`config.mk`:
```
export PLATFORM = sky130hd
export DESIGN_NAME = gene_sweep_ctrl_flat
export DESIGN_NICKNAME = d
export VERILOG_FILES = /design/src/rtl/gene_sweep_pkg.sv /design/src/rtl/gene_sweep_ctrl_if.sv /design/src/rtl/gene_sweep_stats.sv /design/src/rtl/gene_sweep_ctrl.sv /design/src/flat_wrapper.sv
export SDC_FILE = /design/constraint.sdc
export NUM_CORES = 1
export LEC_CHECK = 0
export CORE_UTILIZATION = 55
export CTS_CLUSTER_DIAMETER = 30
export CTS_CLUSTER_SIZE = 24
export DETAILED_ROUTE_END_ITERATION = 16
export GPL_ROUTABILITY_DRIVEN = 0
export GPL_TIMING_DRIVEN = 0
export PLACE_DENSITY = 0.86
export SYNTH_ARGS = -nofsm -noshare
export SYNTH_HDL_FRONTEND = slang
export SYNTH_SLANG_ARGS = --single-unit
```
`constraint.sdc`:
```
create_clock -name clk -period 6.7 [get_ports clk]
set_input_delay 1.34 -clock clk [delete_from_list [all_inputs] [get_ports clk]]
set_output_delay 1.34 -clock clk [all_outputs]
set_load 0.1 [all_outputs]
```
`src/rtl/gene_sweep_pkg.sv`:
```
// Shared types and constants for the gene-network sweep controller.
//   state_e      : controller FSM encoding
//   KIND_*       : result classification codes carried on res_kind
//   StepW/step_t : width/type of the per-trajectory run-cycle counter
package gene_sweep_pkg;

  typedef enum logic [2:0] {
    StIdle,
    StLoad,
    StRun,
    StReport,
    StDone
  } state_e;

  localparam logic [1:0] KIND_FIXED   = 2'b00;
  localparam logic [1:0] KIND_CYCLE   = 2'b01;
  localparam logic [1:0] KIND_TIMEOUT = 2'b10;

  localparam int unsigned StepW = 8;
  typedef logic [StepW-1:0] step_t;

endpackage

```
`src/rtl/gene_sweep_ctrl_if.sv`:
```
// Bundle of all non-clock/reset signals between the sweep controller and its
// environment (gene_net, fixed/cycle checkers, result consumer, host).
//   master : the controller side (drives init_val_out/load/status/results)
//   slave  : the environment side (drives start, x_in, checker flags)
// Optional macro GENE_SWEEP_STALL_EN adds res_ready (consumer backpressure).
interface gene_sweep_ctrl_if #(
  parameter int unsigned WIDTH = 8,
  parameter int unsigned CNT_W = WIDTH + 1
);

  logic                      start;
  logic [WIDTH-1:0]          init_val_out;
  logic                      load;
  logic [WIDTH-1:0]          x_in;
  logic                      fixed_in;
  logic                      cycle_in;
  logic                      busy;
  logic                      done;
  logic                      res_valid;
  logic [WIDTH-1:0]          res_init;
  logic [1:0]                res_kind;
  gene_sweep_pkg::step_t     res_steps;
  logic [WIDTH-1:0]          res_attr;
  logic [CNT_W-1:0]          fixed_cnt;
  logic [CNT_W-1:0]          cycle_cnt;
  logic [CNT_W-1:0]          timeout_cnt;
`ifdef GENE_SWEEP_STALL_EN
  logic                      res_ready;
`endif

  modport master (
    input  start, x_in, fixed_in, cycle_in,
`ifdef GENE_SWEEP_STALL_EN
    input  res_ready,
`endif
    output init_val_out, load, busy, done,
    output res_valid, res_init, res_kind, res_steps, res_attr,
    output fixed_cnt, cycle_cnt, timeout_cnt
  );

  modport slave (
    output start, x_in, fixed_in, cycle_in,
`ifdef GENE_SWEEP_STALL_EN
    output res_ready,
`endif
    input  init_val_out, load, busy, done,
    input  res_valid, res_init, res_kind, res_steps, res_attr,
    input  fixed_cnt, cycle_cnt, timeout_cnt
  );

endinterface

```
`src/rtl/gene_sweep_stats.sv`:
```
// Three saturating per-class result counters for the sweep controller.
//   clk, rst_n   : clock, asynchronous active-low reset
//   clear        : zero all counters (start of a sweep)
//   inc, kind    : bump the counter selected by kind (KIND_* code)
//   fixed_cnt, cycle_cnt, timeout_cnt : running counts
module gene_sweep_stats
  import gene_sweep_pkg::*;
#(
  parameter int unsigned CNT_W = 9
) (
  input  logic             clk,
  input  logic             rst_n,
  input  logic             clear,
  input  logic             inc,
  input  logic [1:0]       kind,
  output logic [CNT_W-1:0] fixed_cnt,
  output logic [CNT_W-1:0] cycle_cnt,
  output logic [CNT_W-1:0] timeout_cnt
);

  logic [CNT_W-1:0] fixed_q, fixed_d;
  logic [CNT_W-1:0] cycle_q, cycle_d;
  logic [CNT_W-1:0] timeout_q, timeout_d;

  function automatic logic [CNT_W-1:0] sat_inc(input logic [CNT_W-1:0] v);
    return (v == '1) ? v : v + CNT_W'(1);
  endfunction

  always_comb begin
    fixed_d   = fixed_q;
    cycle_d   = cycle_q;
    timeout_d = timeout_q;
    if (clear) begin
      fixed_d   = '0;
      cycle_d   = '0;
      timeout_d = '0;
    end else if (inc) begin
      unique case (kind)
        KIND_FIXED:   fixed_d   = sat_inc(fixed_q);
        KIND_CYCLE:   cycle_d   = sat_inc(cycle_q);
        KIND_TIMEOUT: timeout_d = sat_inc(timeout_q);
        default:      ;
      endcase
    end
  end

  always_ff @(posedge clk or negedge rst_n) begin
    if (!rst_n) begin
      fixed_q   <= '0;
      cycle_q   <= '0;
      timeout_q <= '0;
    end else begin
      fixed_q   <= fixed_d;
      cycle_q   <= cycle_d;
      timeout_q <= timeout_d;
    end
  end

  assign fixed_cnt   = fixed_q;
  assign cycle_cnt   = cycle_q;
  assign timeout_cnt = timeout_q;

endmodule

```
`src/rtl/gene_sweep_ctrl.sv`:
```
// Exhaustive sweep sequencer for a gene network. On start it loads every
// nonzero initial state 1 .. 2^WIDTH-1 into the network in turn, runs it until
// the fixed-point or cycle checker fires (or MAX_STEPS elapse), reports one
// classified result per initial state and keeps per-class counts.
//   clk, rst_n : clock, asynchronous active-low reset
//   bus        : gene_sweep_ctrl_if.master -- start/busy/done, network load
//                and state, checker flags, result strobe and class counters
// Optional macro GENE_SWEEP_STALL_EN: REPORT waits for bus.res_ready.
module gene_sweep_ctrl
  import gene_sweep_pkg::*;
#(
  parameter int unsigned WIDTH     = 8,
  parameter int unsigned MAX_STEPS = 64,
  parameter int unsigned SETTLE    = 1,
  parameter int unsigned CNT_W     = WIDTH + 1
) (
  input  logic               clk,
  input  logic               rst_n,
  gene_sweep_ctrl_if.master  bus
);

  localparam step_t MaxSteps = step_t'(MAX_STEPS);
  localparam step_t SettleSt = step_t'(SETTLE);

  state_e           state_q, state_d;
  logic [WIDTH-1:0] cur_q, cur_d;
  step_t            step_q, step_d;
  step_t            step_inc;
  logic [WIDTH-1:0] res_init_q, res_init_d;
  logic [WIDTH-1:0] res_attr_q, res_attr_d;
  logic [1:0]       res_kind_q, res_kind_d;
  step_t            res_steps_q, res_steps_d;
  logic             det;
  logic [1:0]       det_kind;
  logic             accept;
  logic             cnt_clear;
  logic             cnt_inc;

`ifdef GENE_SWEEP_STALL_EN
  assign accept = bus.res_ready;
`else
  assign accept = 1'b1;
`endif

  assign step_inc = (step_q == '1) ? step_q : step_q + step_t'(1);

  // Classification of the current RUN cycle; fixed beats cycle beats timeout.
  always_comb begin
    det      = 1'b0;
    det_kind = KIND_TIMEOUT;
    if (step_inc >= SettleSt) begin
      if (bus.fixed_in) begin
        det      = 1'b1;
        det_kind = KIND_FIXED;
      end else if (bus.cycle_in) begin
        det      = 1'b1;
        det_kind = KIND_CYCLE;
      end else if (step_inc == MaxSteps) begin
        det      = 1'b1;
        det_kind = KIND_TIMEOUT;
      end
    end
  end

  always_comb begin
    state_d     = state_q;
    cur_d       = cur_q;
    step_d      = step_q;
    res_init_d  = res_init_q;
    res_attr_d  = res_attr_q;
    res_kind_d  = res_kind_q;
    res_steps_d = res_steps_q;
    cnt_clear   = 1'b0;
    cnt_inc     = 1'b0;
    unique case (state_q)
      StIdle, StDone: begin
        if (bus.start) begin
          state_d   = StLoad;
          cur_d     = WIDTH'(1);
          cnt_clear = 1'b1;
        end
      end
      StLoad: begin
        step_d  = '0;
        state_d = StRun;
      end
      StRun: begin
        step_d = step_inc;
        if (det) begin
          res_init_d  = cur_q;
          res_attr_d  = bus.x_in;
          res_kind_d  = det_kind;
          res_steps_d = step_inc;
          state_d     = StReport;
        end
      end
      StReport: begin
        if (accept) begin
          cnt_inc = 1'b1;
          if (cur_q == '1) begin
            state_d = StDone;
          end else begin
            cur_d   = cur_q + WIDTH'(1);
            state_d = StLoad;
          end
        end
      end
      default: state_d = StIdle;
    endcase
  end

  always_ff @(posedge clk or negedge rst_n) begin
    if (!rst_n) begin
      state_q     <= StIdle;
      cur_q       <= '0;
      step_q      <= '0;
      res_init_q  <= '0;
      res_attr_q  <= '0;
      res_kind_q  <= '0;
      res_steps_q <= '0;
    end else begin
      state_q     <= state_d;
      cur_q       <= cur_d;
      step_q      <= step_d;
      res_init_q  <= res_init_d;
      res_attr_q  <= res_attr_d;
      res_kind_q  <= res_kind_d;
      res_steps_q <= res_steps_d;
    end
  end

  // cur_q is 0 out of reset and holds the trajectory's initial value from
  // LOAD through REPORT, so it drives the network directly.
  assign bus.init_val_out = cur_q;
  assign bus.load         = (state_q == StLoad);
  assign bus.busy         = (state_q == StLoad) || (state_q == StRun) || (state_q == StReport);
  assign bus.done         = (state_q == StDone);
  assign bus.res_valid    = (state_q == StReport);
  assign bus.res_init     = res_init_q;
  assign bus.res_attr     = res_attr_q;
  assign bus.res_kind     = res_kind_q;
  assign bus.res_steps    = res_steps_q;

  gene_sweep_stats #(
    .CNT_W (CNT_W)
  ) u_stats (
    .clk         (clk),
    .rst_n       (rst_n),
    .clear       (cnt_clear),
    .inc         (cnt_inc),
    .kind        (res_kind_q),
    .fixed_cnt   (bus.fixed_cnt),
    .cycle_cnt   (bus.cycle_cnt),
    .timeout_cnt (bus.timeout_cnt)
  );

endmodule

```
`src/flat_wrapper.sv`:
```
// flat-port wrapper written by rule: the top's interface ports become plain ports
module gene_sweep_ctrl_flat import gene_sweep_pkg::*;
#(
  parameter int unsigned WIDTH     = 8,
  parameter int unsigned MAX_STEPS = 64,
  parameter int unsigned SETTLE    = 1,
  parameter int unsigned CNT_W     = WIDTH + 1
)
  (clk, rst_n, bus_start, bus_x_in, bus_fixed_in, bus_cycle_in, bus_init_val_out, bus_load, bus_busy, bus_done, bus_res_valid, bus_res_init, bus_res_kind, bus_res_steps, bus_res_attr, bus_fixed_cnt, bus_cycle_cnt, bus_timeout_cnt);
  gene_sweep_ctrl_if #(.WIDTH(WIDTH), .CNT_W(CNT_W)) bus_i ();
  input  logic clk;
  input  logic rst_n;
  input wire logic [$bits(bus_i.start)-1:0] bus_start;
  input wire logic [$bits(bus_i.x_in)-1:0] bus_x_in;
  input wire logic [$bits(bus_i.fixed_in)-1:0] bus_fixed_in;
  input wire logic [$bits(bus_i.cycle_in)-1:0] bus_cycle_in;
  output wire logic [$bits(bus_i.init_val_out)-1:0] bus_init_val_out;
  output wire logic [$bits(bus_i.load)-1:0] bus_load;
  output wire logic [$bits(bus_i.busy)-1:0] bus_busy;
  output wire logic [$bits(bus_i.done)-1:0] bus_done;
  output wire logic [$bits(bus_i.res_valid)-1:0] bus_res_valid;
  output wire logic [$bits(bus_i.res_init)-1:0] bus_res_init;
  output wire logic [$bits(bus_i.res_kind)-1:0] bus_res_kind;
  output wire logic [$bits(bus_i.res_steps)-1:0] bus_res_steps;
  output wire logic [$bits(bus_i.res_attr)-1:0] bus_res_attr;
  output wire logic [$bits(bus_i.fixed_cnt)-1:0] bus_fixed_cnt;
  output wire logic [$bits(bus_i.cycle_cnt)-1:0] bus_cycle_cnt;
  output wire logic [$bits(bus_i.timeout_cnt)-1:0] bus_timeout_cnt;
  assign bus_i.start = bus_start;
  assign bus_i.x_in = bus_x_in;
  assign bus_i.fixed_in = bus_fixed_in;
  assign bus_i.cycle_in = bus_cycle_in;
  assign bus_init_val_out = bus_i.init_val_out;
  assign bus_load = bus_i.load;
  assign bus_busy = bus_i.busy;
  assign bus_done = bus_i.done;
  assign bus_res_valid = bus_i.res_valid;
  assign bus_res_init = bus_i.res_init;
  assign bus_res_kind = bus_i.res_kind;
  assign bus_res_steps = bus_i.res_steps;
  assign bus_res_attr = bus_i.res_attr;
  assign bus_fixed_cnt = bus_i.fixed_cnt;
  assign bus_cycle_cnt = bus_i.cycle_cnt;
  assign bus_timeout_cnt = bus_i.timeout_cnt;
  gene_sweep_ctrl #(.WIDTH(WIDTH), .MAX_STEPS(MAX_STEPS), .SETTLE(SETTLE), .CNT_W(CNT_W)) u_core (.clk(clk), .rst_n(rst_n), .bus(bus_i));
endmodule
```
# Word level (Yosys, flattened, before mapping)
# Cells that the tools add are included.
# W data, S select, Z words.
# totals
reg_bits	72
inputBits	13
output_inout_bits	65
elab_cells	82
# classes
add_sub_neg	5
magnitude_cmp	1
eq_ne	18
mux	31
n_reduce_logical	17
# ops
op	count
$mux W9	12
$pmux W8 S2	2
$add A9 B1 Y9 const B	3
$eq A9 B9 Y1 const B	3
$mux W8	3
$add A8 B1 Y8 const B	2
$eq A8 B8 Y1 const B	2
$pmux W3 S4	1
$reduce_and A3 Y1	4
$reduce_bool A2 Y1	6
$mux W3	3
$eq A8 B7 Y1 const B	1
$ge A8 B1 Y1 const B	1
$ne A2 B1 Y1 const B	4
$mux W1	7
$eq A3 B2 Y1 const B	2
$mux W2	3
$ne A2 B2 Y1 const B	2
$reduce_and A2 Y1	2
$eq A3 B1 Y1 const B	1
$eq A3 B3 Y1 const B	1
$logic_not A3 Y1	1
$eq A2 B1 Y1 const B	1
$eq A2 B2 Y1 const B	1
other kinds (3)	4

# Longest topological paths before layout
# depth
ltp_word	9
mapped_depth	11
mapped_depth_nobuf	10

# By module
# From an unflattened synthesis, not the netlist that was laid out.
# unflattened
cells_unflattened	439
hier_area_um2	4206.5
# by_module_without_submodules
mod	n_inst	cells_each	area_per_inst_um2	seq_area_each_um2
gene_sweep_ctrl	1	293	2766.4	1126.1
gene_sweep_stats	1	146	1440.1	675.6

# Worst setup path before layout
# Ideal clock, no wire load.
# synth_timing
path_kind	flip-flop to output port
start	register u_core.state_q[0]
end	output bus_load
arrival_ps	2773
path_slack_ps	2587
stages_incl_launch_ff	2
n_path_buf	0
cell_sequence	dfrtp_1 > nor3b_1
# synth_via
elab_chain_len	1
# synth_rtl
element	line_no	text
start: declaration	gene_sweep_ctrl.sv:25	state_e state_q, state_d;
start signal: assignment	gene_sweep_ctrl.sv:114	state_q <= StIdle;
start signal: assignment	gene_sweep_ctrl.sv:122	state_q <= state_d;
$eq A3 B1 Y1	gene_sweep_ctrl.sv:135	assign bus.load = (state_q == StLoad);
end: declaration	flat_wrapper.sv:18	output wire logic [$bits(bus_i.load)-1:0] bus_load;
# No other way between the ends.

# Worst setup path in the final report
# layout_timing
start	register u_core.state_q[2]
end	output bus_load
# The elaborated chain is that of the path after synthesis.

==> impl_results.md <==
* Slew HR at 32.3%
* Post-DR vias/cell at roughly 5.6
* Vias at 2871
* Inst Count DP at ~500
* FF+latch count, synth at 72
* MaxCap Viol Count at 0
* Final worst-path cycle share at 58.7%
* Outcome: finished, final reports clean
* Top cells by area, synth: dfrtp_1 (50%), mux2_4 (7.9%), xor2_1 (4.4%)
* Post-synth EDFFs at 0
* Total global-route track usage at between 20 and 25%
* DRC at 0
* Die Span Y at just over 80 um
* Nature of the critical path startpoint: register
* PortBufs at 77
* Fraction of registers with async set/reset at 100%
* Largest net degree at the start of global routing at 73
* Clock transition at the registers of the reported paths at roughly 0.07 ns
* Hold Crit Class: reg2reg
* Initial Utilization at between 50% and 60%
* Total congestion overflow at 0
* Vias in the first global route at 2816
* WL final at between 8 and 9 mm
* Share of layout cells above drive strength 1 at 13.3%
* Clk_skew at 0.00545 ns
* Num Clock Sinks at 72
* Setup crit end kind: output port
* Synth warnings at 0
* Number of top-level pins at between 70 and 80
* CP Data Required Time at 5.36 ns
* Die Wd at just over 80 um
* Filler Cell Count at between 400 and 500
* CTS tree: built
* Final min period at 3.93 ns
* Skew-Pair Late Insertion Delay at 0.34 ns
* Mapped cell area at 0.00362 mm^2
* # hold bufs at CTS at 0
* Crit Path Category: reg2out
* Leak at 2.12 nW
* Multi-input logic area at 0.00171 mm^2
* Final Total Pwr at approximately 2.1 mW
* DRT iter0 DRCs at 251
* Initial antenna violation count at 0
* Synth area leader: dfrtp_1
* N_diodes at 0
* Worst slew pin tran at 1.01 ns
* H-tree levels at 3
* First-pass GRT wire length at 13.7 mm
* CTS Buf Count at 9
* RSZ-0062 raised after global routing: no
* CORE AREA at 0.00635 mm^2
* Post-route insts no fill at 512
* Root buf cell: clkbuf_8
* First-pass DRT Iterations at 4
* Setup TNS at 0 ns
* CTS-repair resized insts at 0
* Max Buffers Root-to-Sink at 2
* Final Net Count at 451
* FF/Latch Area at 0.00180 mm^2
* Max Clk Rate at around 250 MHz
* Setup Buffers After CTS at 0
* Die footprint at roughly 0.0069 mm^2
* Synth Flop Type: dfrtp_1
* Mapped Nets at about 360
* Sequential share of the synthesized area at 49.8%
* Slew Viols, Final at 0
* Crit Path Max Fanout at 5
* FP Rows at 29
* Power Density at 447 mW/mm^2
* Post-synth top area share at 49.8%
* Maximum VDD drop at 0.474 mV
* Worst Path Arrival at 2.59 ns
* Cells after Synth at 342
* Final Setup Violations at 0
* Post-route ant nets at 0
* Post-Syn Area per Cell at 10.6 um^2
* Dpl hpwl at 5.47 mm
* Final Hold Violating Endpoints at 0
* Wire length per cell at 15.7 um
* Number of unique standard cell types used by synthesis at 50
* Syn-to-layout area delta at 29.8%
-- power breakdown --
group	internal, mW	switching, mW
combinational	0.314	0.815
sequential	0.518	0.0808
clock	0.220	0.151
total	1.05	1.05
-- metal layers --
metal	GRT usage [%]	vias to the layer above	share of wire, %
met4	8.46	0	1.7
met1	34.0	1408	45
met5	0	-	0
met2	40.2	88	48
li1	-	1362	-
met3	4.27	13	4.9
-- sequential cells by signal, summed over array words and instances, names as in the netlist --
| signal | cells |
|---|---|
| u_core.bus.res_init | 8 |
| u_core.u_stats.timeout_cnt | 9 |
| u_core.u_stats.cycle_cnt | 9 |
| u_core.bus.init_val_out | 8 |
| u_core.bus.res_attr | 8 |
| u_core.bus.res_steps | 8 |
| u_core.state_q | 3 |
| u_core.step_q | 8 |
| u_core.bus.res_kind | 2 |
| u_core.u_stats.fixed_cnt | 9 |
-- metrics by stage --
stage	setup WS [ns]	area, um^2	hold slack (ns)	util (%)
after floorplan	2.59	3620	0.529	-
after global placement	1.89	4480	0.489	70.6
after detailed placement	3.20	4480	0.492	70.6
after CTS	2.82	4690	0.514	73.9
after global routing	2.71	4690	0.530	73.9
final	2.77	4690	0.508	73.9
-- final cells by class --
| type | instances | area share (%) |
|---|---|---|
| tap | 77 | 2.05 |
| clock inverter | 3 | 1.39 |
| buffer | 11 | 1.47 |
| sequential | 72 | 38.4 |
| inverter | 9 | 0.720 |
| clock buffer | 13 | 3.17 |
| timing repair buffer | 77 | 16.4 |
| multi-input combinational | 250 | 36.5 |
-- cells in the mapped netlist (2+ instances only) --
master / n
a21o_1: 3
a21oi_1: 15
a31oi_1: 3
and2_1: 3
and3_1: 8
and4_1: 2
buf_2: 4
buf_6: 3
clkbuf_1: 3
dfrtp_1: 72
ha_1: 8
inv_1: 9
mux2_2: 5
mux2_4: 19
mux2i_1: 2
nand2_1: 41
nand2b_1: 2
nand3_1: 17
nand4_1: 11
nor2_1: 41
nor3_1: 6
nor3b_1: 2
o21ai_0: 10
o2bb2ai_1: 2
or2_2: 3
or3_1: 2
xnor2_1: 6
xor2_1: 18
-- cells by family after synthesis --
group	Yosys count	share of synthesized area, %
AO/OA/AOI/OAI	43	7.68
XOR/XNOR	24	5.81
adder cells (fa/ha/maj)	8	2.77
buffers and inverters	20	2.84
flip-flops	72	49.8
multiplexers	27	10.6
AND/OR/NAND/NOR	148	20.5
-- placed cells by master (no fill, tap or decap), types with 8 or more instances in the layout --
| cell | instances |
|---|---|
| inv_1 | 9 |
| clkdlybuf4s50_1 | 76 |
| dfrtp_1 | 72 |
| nand2_1 | 41 |
| nand4_1 | 11 |
| a21oi_1 | 15 |
| clkbuf_8 | 10 |
| nor2_1 | 41 |
| nand3_1 | 17 |
| xor2_1 | 18 |
| o21ai_0 | 10 |
| and3_1 | 8 |
| mux2_4 | 19 |
| ha_1 | 8 |
-- worst max-delay path: stages (launching register included) --
cell	delay (ns)
dfrtp_1	0.43
nor3b_1	0.57
clkdlybuf4s50_1	1.25
-- worst paths after layout --
path | start | endpoint | slack [ns] | cells after the start
hold / removal | u_core.bus.res_attr[3] | u_core.bus.res_attr[3] | 0.51 | 1
min in group asynchronous | rst_n | u_core.u_stats.timeout_cnt[1] | 1.12 | 1
setup reg to reg | u_core.u_stats.fixed_cnt[0] | u_core.u_stats.fixed_cnt[7] | 3.80 | 9
hold reg to reg | u_core.bus.res_attr[3] | u_core.bus.res_attr[3] | 0.51 | 1
setup / recovery | u_core.state_q[2] | bus_load | 2.77 | 2
max in group asynchronous | rst_n | u_core.bus.init_val_out[5] | 5.01 | 1
Note: power is estimated with default switching activity, not from simulation.
